==> src/rtl/bec_io_bridge.sv <==
//------------------------------------------------------------------------------
// Module  : bec_io_bridge
// Brief   : Serial-to-parallel operand loader, key-bit handshake and serial
//           result unloader wrapped around a 163-bit BEC arithmetic core.
//           Optional PROC watchdog: define BEC_IO_BRIDGE_TIMEOUT_EN.
// Revision: 1.0 - initial release
//------------------------------------------------------------------------------
`timescale 1ns/1ps
`default_nettype none

module bec_io_bridge (
    input  logic         wb_clk_i,
    input  logic         wb_rst_ni,
    input  logic         upload_req,
    input  logic         w1,
    input  logic         z1,
    input  logic         w2,
    input  logic         z2,
    input  logic         inv_w0,
    input  logic         d,
    input  logic         ki,
    input  logic         master_ena_proc,
    output logic         load_data,
    output logic         next_key,
    output logic [3:0]   becStatus,
    output logic         slv_done,
    output logic         wout,
    output logic         zout,
    output logic [162:0] core_w1,
    output logic [162:0] core_z1,
    output logic [162:0] core_w2,
    output logic [162:0] core_z2,
    output logic [162:0] core_inv_w0,
    output logic [162:0] core_d,
    output logic         core_start,
    input  logic         core_key_req,
    output logic         core_key_bit,
    input  logic         core_done,
    input  logic [162:0] core_wout,
    input  logic [162:0] core_zout
);

    localparam logic [7:0] C_LD_LAST = 8'd162;
    localparam logic [7:0] C_KEY_MAX = 8'd163;
    localparam logic [7:0] C_UN_LAST = 8'd163;

    typedef enum logic [2:0] {
        S_IDLE   = 3'd0,
        S_LOAD   = 3'd1,
        S_LDONE  = 3'd2,
        S_PROC   = 3'd3,
        S_UNLOAD = 3'd4
    } state_t;

    state_t         r_state;
    state_t         w_next;
    logic [7:0]     r_ld_cnt;
    logic [7:0]     r_key_cnt;
    logic [7:0]     r_un_cnt;
    logic           r_err;
    logic           r_core_start;
    logic           r_slv_done;
    logic [162:0]   r_wsh;
    logic [162:0]   r_zsh;
    logic           w_in_proc;
    logic           w_next_key;
    logic           w_key_ovf;
    logic           w_err_set;
    logic           w_timeout;
    logic           w_un_active;
    logic           w_un_last;

`ifdef BEC_IO_BRIDGE_TIMEOUT_EN
    logic [15:0]    r_wdog;

    always_ff @(posedge wb_clk_i or negedge wb_rst_ni) begin
        if (!wb_rst_ni) begin
            r_wdog <= 16'd0;
        end else if (r_state == S_PROC) begin
            r_wdog <= r_wdog + 16'd1;
        end else begin
            r_wdog <= 16'd0;
        end
    end

    assign w_timeout = w_in_proc && (r_wdog == 16'hFFFF);
`else
    assign w_timeout = 1'b0;
`endif

    assign w_in_proc   = (r_state == S_PROC);
    assign w_next_key  = w_in_proc && core_key_req && (r_key_cnt < C_KEY_MAX);
    assign w_key_ovf   = w_in_proc && core_key_req && (r_key_cnt >= C_KEY_MAX);
    // Cycle 0 of UNLOAD carries the slv_done pulse; bits follow from cycle 1.
    assign w_un_active = (r_state == S_UNLOAD) && (r_un_cnt != 8'd0);
    assign w_un_last   = (r_state == S_UNLOAD) && (r_un_cnt == C_UN_LAST);

    always_comb begin
        w_next    = r_state;
        w_err_set = 1'b0;
        case (r_state)
            S_IDLE: begin
                if (upload_req) w_next = S_LOAD;
            end
            S_LOAD: begin
                if (r_ld_cnt == C_LD_LAST) w_next = S_LDONE;
            end
            S_LDONE: begin
                if (master_ena_proc) w_next = S_PROC;
            end
            S_PROC: begin
                if (core_done) begin
                    w_next = S_UNLOAD;
                end else if (!master_ena_proc || w_timeout) begin
                    w_next    = S_IDLE;
                    w_err_set = 1'b1;
                end
            end
            S_UNLOAD: begin
                if (r_un_cnt == C_UN_LAST) w_next = S_IDLE;
            end
            default: w_next = S_IDLE;
        endcase
    end

    always_ff @(posedge wb_clk_i or negedge wb_rst_ni) begin
        if (!wb_rst_ni) begin
            r_state      <= S_IDLE;
            r_ld_cnt     <= 8'd0;
            r_key_cnt    <= 8'd0;
            r_un_cnt     <= 8'd0;
            r_err        <= 1'b0;
            r_core_start <= 1'b0;
            r_slv_done   <= 1'b0;
            r_wsh        <= '0;
            r_zsh        <= '0;
            core_w1      <= '0;
            core_z1      <= '0;
            core_w2      <= '0;
            core_z2      <= '0;
            core_inv_w0  <= '0;
            core_d       <= '0;
        end else begin
            r_state      <= w_next;
            r_core_start <= (r_state == S_LDONE) && (w_next == S_PROC);
            r_slv_done   <= w_in_proc && (w_next == S_UNLOAD);

            if ((r_state == S_IDLE) && (w_next == S_LOAD)) begin
                r_err <= 1'b0;
            end else if (w_err_set || w_key_ovf) begin
                r_err <= 1'b1;
            end

            if (r_state == S_LOAD) begin
                core_w1     <= {core_w1[161:0],     w1};
                core_z1     <= {core_z1[161:0],     z1};
                core_w2     <= {core_w2[161:0],     w2};
                core_z2     <= {core_z2[161:0],     z2};
                core_inv_w0 <= {core_inv_w0[161:0], inv_w0};
                core_d      <= {core_d[161:0],      d};
                r_ld_cnt    <= (r_ld_cnt == C_LD_LAST) ? 8'd0 : r_ld_cnt + 8'd1;
            end

            if (!w_in_proc) begin
                r_key_cnt <= 8'd0;
            end else if (w_next_key) begin
                r_key_cnt <= r_key_cnt + 8'd1;
            end

            if (w_in_proc && core_done) begin
                r_wsh    <= core_wout;
                r_zsh    <= core_zout;
                r_un_cnt <= 8'd0;
            end else if (r_state == S_UNLOAD) begin
                r_un_cnt <= (r_un_cnt == C_UN_LAST) ? 8'd0 : r_un_cnt + 8'd1;
                if (r_un_cnt != 8'd0) begin
                    r_wsh <= {r_wsh[161:0], 1'b0};
                    r_zsh <= {r_zsh[161:0], 1'b0};
                end
            end
        end
    end

    assign load_data    = (r_state == S_LOAD);
    assign next_key     = w_next_key;
    assign core_key_bit = w_in_proc && ki;
    assign core_start   = r_core_start;
    assign slv_done     = r_slv_done;
    assign wout         = w_un_active && r_wsh[162];
    assign zout         = w_un_active && r_zsh[162];
    assign becStatus    = {r_err, (r_state == S_LDONE), w_in_proc, w_un_last};

endmodule

`default_nettype wire

==> config.mk <==
export PLATFORM = sky130hd
export DESIGN_NAME = bec_io_bridge
export DESIGN_NICKNAME = d
export VERILOG_FILES = /design/src/rtl/bec_io_bridge.sv
export SDC_FILE = /design/constraint.sdc
export NUM_CORES = 2
export LEC_CHECK = 0
export CAP_MARGIN = 20
export CORE_AREA = 2 2 523 525
export CTS_CLUSTER_DIAMETER = 60
export CTS_CLUSTER_SIZE = 14
export DETAILED_ROUTE_END_ITERATION = 10
export DIE_AREA = 0 0 525 527
export GPL_ROUTABILITY_DRIVEN = 0
export SLEW_MARGIN = 20
export SYNTH_ARGS = -nofsm -noshare
export SYNTH_HDL_FRONTEND = slang
export SYNTH_SLANG_ARGS = --single-unit
==> constraint.sdc <==
create_clock -name wb_clk_i -period 2.4 [get_ports wb_clk_i]
set_clock_uncertainty 0.2 [all_clocks]
set_input_delay 0.24 -clock wb_clk_i [delete_from_list [all_inputs] [get_ports wb_clk_i]]
set_output_delay 0.24 -clock wb_clk_i [all_outputs]
set_load 0.05 [all_outputs]
* Word-level counts from Yosys, hierarchy flattened
Cells that the tools add are included.
** Word-level totals
- Register bits :: 1334
- Input port bits :: 339
- Output and inout bits :: 989
- Word-level logic and storage cells :: 73
** Cells by class
- Add/sub/neg operators :: 3
- Magnitude comparators :: 2
- Eq/ne operators :: 10
- Mux-type cells :: 24
- Reduce and logical (&&, ||, !) cells :: 19
** Operators with widths (count)
- two-way mux 163 bit :: 6
- two-way mux 8 bit :: 6
- adder 8 x 1 -> 8 bit, second input constant :: 3
- two-way mux 3 bit :: 6
- == test 8 bit, second input constant :: 2
- one-hot mux 3 bit (5 select lines) :: 1
- logical AND 1 bit :: 12
- == test 3 x 2 -> 1 bit, second input constant :: 3
- greater-or-equal comparator 8 bit, second input constant :: 1
- less-than comparator 8 bit, second input constant :: 1
- nonzero test 8 bit :: 1
- == test 3 x 1 -> 1 bit, second input constant :: 2
- == test 3 bit, second input constant :: 2
- nonzero test 2 bit :: 3
- two-way mux 1 bit :: 5
- zero test 3 bit :: 1
- != test 2 bit, second input constant :: 1
- AND reduction 2 bit :: 1
- logical OR 1 bit :: 1

* Logic depth before layout (Yosys ltp)
- Word-level depth :: 6
- Mapped depth :: 9
- Gate-level depth less buffers :: 6

* Worst setup path before layout
OpenSTA, ideal clock, no wires.
- Kind :: register to output
- Start point :: register r_state[0]
- End point :: output wout
- Arrival :: 2.019 ns
- Data required time :: 1.960 ns
- Setup slack :: -0.059 ns
- Stages on the path, launching flop included :: 8
- Path buffers :: 4
- Path through :: dfrtp_1 -> buf_2 -> or3b_1 -> buf_2 -> a31oi_2 -> buf_2 -> buf_2 -> and2_1
** On the way
- Cells in the longest elaborated chain, start to end :: 3
** Ends and longest elaborated chain
- from (decl) :: line 55 : state_t r_state;
- from (signal assigned) :: line 144 : r_state <= w_next;
- == test 3 bit :: line 95 : assign w_un_active = (r_state == S_UNLOAD) && (r_un_cnt != 8'd0);
- logical AND 1 bit :: line 95
- logical AND 1 bit :: line 189 : assign wout = w_un_active && r_wsh[162];
- to (decl) :: line 27 : output logic wout,
Every way passes these cells.

* Worst setup path in the final report
- Start point :: register r_state[1]
- End point :: output zout
** On the way
- Cells in the longest elaborated chain, start to end :: 3
** Ends and longest elaborated chain
- == test 3 bit :: line 95
- logical AND 1 bit :: line 95
- logical AND 1 bit :: line 190 : assign zout = w_un_active && r_zsh[162];
- to (decl) :: line 28 : output logic zout,
Every way passes these cells.

==> reports/results.tsv <==
metric	value	unit
wl_per_cell	18.19	um
firstDrtPassIters	5	
yosysMostFrequentCell	nand2_1	
worst-slew-pin-transition	0.6791	ns
syn_area	0.05316	mm^2
numCtsBuffers	139	
place_inst	10829	
yosys-top-cells-area	dfrtp_1 (63%), nand2_1 (25%), a31oi_1 (3.9%), nor3_1 (3.1%), buf_2 (1.5%)	
synthMuxAreaShare	0.0005649	
clockBufferDepth	4	
slew_viol_final	0	
multi_input_area	0.01804	mm^2
cp.arrival	2.22	ns
grt_pass1_wl	302500	um
synth-main-ff-cell	dfrtp_1	
instances_no_fill	11469	
synth_top_family_by_area	simple AND/OR/NAND/NOR gates	
initial_core_util	0.1956	
cts_tree	built	
num_vias	48125	
fin_total_pwr	62.91	mW
overflow	0	
fmax	0.3766	GHz
slew_headroom	0.5491	
power_density	786.7	mW/mm^2
ios	1328	
synth_cell_types	44	
status	finished, violations left	
crit_path_end_kind	output port	
htreeDepth	4	
setup.worst_path.class	reg -> out	
fillCellCount	28568	
die_h	527	um
chipWidth	525	um
yosysSeqAreaShare	0.6280	
synth_edf_count	0	
synth-compound-area-share	0.04192	
nNetsFinal	8135	
syn_to_final_growth	50.42	%
core.rowCount	192	
period_minus_slack	2.656	ns
io_buffers	1327	
async_flop_share	1.000	
area.sequential	0.03339	mm^2
syn_area_per_cell	8.701	um^2
drive_gt1_frac	0.07402	
clock_latency	0.83	ns
finalSetupViolations	5	
max-vdd-ir-drop	0.0008871	V
syn_inst	6109	
dp.final_hpwl	143800	um
violations	setup timing	
synth_largest_area_cell	dfrtp_1	
syn_nets	6453	
synth_xor_xnor_area_share	0.001977	
routed_via_density	4.196	
synthSimpleGateAreaFrac	0.2913	
core	0.2717	mm^2
synthAdderAreaFrac	0.001177	
min_path_type	in -> reg	
fin_crit_sh	1.106	
setup_ws	-0.2556	ns
crit_fanout	8	
path_clk_slew	0.07	ns
p_leak	42.70	nW
track_usage	0.1403	
antenna_found_initial	16	
worstPathRequired	1.96	ns
fp.dieArea	0.2767	mm^2
cap_violations	0	
drt_iter0_markers	3690	
grt_pass1_vias	46519	
hold_viol_final	0	
synth_top_area_frac	0.6280	
clock-sinks	1334	
root_buffer	clkbuf_16	
cp-start-kind	flip-flop	
yosys_warnings	0	
antenna_left	0	
grt_max_degree	140	
remaining_drc_errors	0	
synth_common_cells	nand2_1 (3598), dfrtp_1 (1334), a31oi_1 (328), nor3_1 (328), clkbuf_1 (215)	
rsz0062_at_grt	yes	
wl	208700	um
ys_ff_latch	1334	
flip-flops by register name (all words and copies together), names as in the netlist, 3 cells and up:
| register | cells |
|---|---|
| core_inv_w0 | 163 |
| core_z1 | 163 |
| r_un_cnt | 8 |
| r_state | 3 |
| core_z2 | 163 |
| r_wsh | 163 |
| r_key_cnt | 8 |
| r_zsh | 163 |
| core_d | 163 |
| core_w1 | 163 |
| r_ld_cnt | 8 |
| core_w2 | 163 |
layout make-up:
class                   instances  area share
diodes                         17   0.0005320
clock buffers                 161     0.04616
repair buffers               1947      0.2446
multi-input cells            4360      0.2256
clock inverters                52    0.008653
well taps                    3589     0.05616
flip-flops and latches       1334      0.4176
inverters                       9   0.0007355
worst max-delay path: stages, from the launching register on:
cell,delay [ns]
dfrtp_1,0.40
or3b_4,0.40
a31oi_4,0.19
buf_12,0.15
and2_4,0.15
buf_12,0.14
worst paths after layout:
| check | depth (start not counted) | end | slack [ns] | from |
|---|---|---|---|---|
| hold reg to reg | 2 | core_z2[153] | 0.27 | core_z2[152] |
| hold / removal | 3 | r_zsh[52] | 0.05 | core_zout[52] |
| min in group asynchronous | 3 | r_wsh[51] | 0.22 | wb_rst_ni |
| setup / recovery | 5 | zout | -0.26 | r_state[1] |
| max in group asynchronous | 3 | core_w2[3] | 1.25 | wb_rst_ni |
| setup reg to reg | 10 | core_inv_w0[154] | 0.06 | r_state[0] |
cell usage in the layout (no fill, tap or decap), types with 8 or more instances in the layout:
cell / instances
inv_8: 9
inv_6: 8
nor2_1: 18
clkbuf_16: 162
clkdlybuf4s15_1: 10
clkdlybuf4s15_2: 11
nor3_1: 328
dlygate4sd3_1: 334
buf_12: 77
clkbuf_8: 13
nand2_1: 3587
o21ai_0: 11
clkinv_2: 13
clkinv_8: 10
dfrtp_1: 1329
buf_4: 171
buf_16: 24
diode_2: 17
a31oi_1: 328
clkbuf_1: 9
nand2_2: 10
dlygate4sd2_1: 922
buf_6: 26
clkdlybuf4s50_1: 337
buf_8: 9
logic make-up (layout without fill, tap and decap cells):
| kind of cell | after synthesis | count (layout) |
|---|---|---|
| xor gates and xnor gates | 12 | 12 |
| muxes | 3 | 3 |
| AOI/OAI and AO/OA | 355 | 355 |
| other | 0 | 17 |
| adders and majority gates | 5 | 5 |
| and+or+nand+nor | 3985 | 3985 |
| buffers and inverters | 415 | 2169 |
| DFF | 1334 | 1334 |
routing by layer:
layer / part of all wire / GRT usage / vias up
met5: 0 / 0 / -
li1: - / - / 22725
met1: 0.42 / 0.1756 / 23471
met3: 0.077 / 0.04131 / 311
met2: 0.47 / 0.2284 / 1618
met4: 0.036 / 0.04972 / 0
timing repair:
| item | 4_1_cts | 5_1_grt |
|---|---|---|
| setup buffers | 30 | 21 |
| gates cloned | 2 | 26 |
| endpoints found under the setup margin | 953 | 671 |
| hold buffers | 335 | 0 |
| pin swaps | 9 | 8 |
| hold endpoints to repair | 1667 | 0 |
| gates resized for setup | 1020 | 81 |
stage by stage:
stage / setup TNS (ns) / hold slack [ns] / util / setup WS (ns) / area [um^2]
5_1_grt: -2.418 / 0.01631 / 0.2942 / -0.3848 / 79940
2_1_floorplan: 0 / -0.2556 / - / 0.06869 / 53160
3_5_place_dp: 0 / 0.05426 / 0.2640 / 0.06654 / 71720
4_1_cts: -2.203 / 0.008372 / 0.2900 / -0.3701 / 78790
6_report: -1.002 / 0.05227 / 0.2943 / -0.2556 / 79960
3_3_place_gp: 0 / 0.05981 / 0.2640 / 0.05847 / 71720
power breakdown:
| part | internal (mW) | leakage, nW | switching (mW) | total [mW] |
|---|---|---|---|---|
| Clock | 11.8 | 2.15 | 9.88 | 21.7 |
| Sequential | 24.4 | 18.3 | 1.81 | 26.2 |
| Combinational | 3.98 | 22.2 | 11.0 | 15.0 |
| Total | 40.2 | 42.7 | 22.7 | 62.9 |
Power figures use the tool's default switching activity.
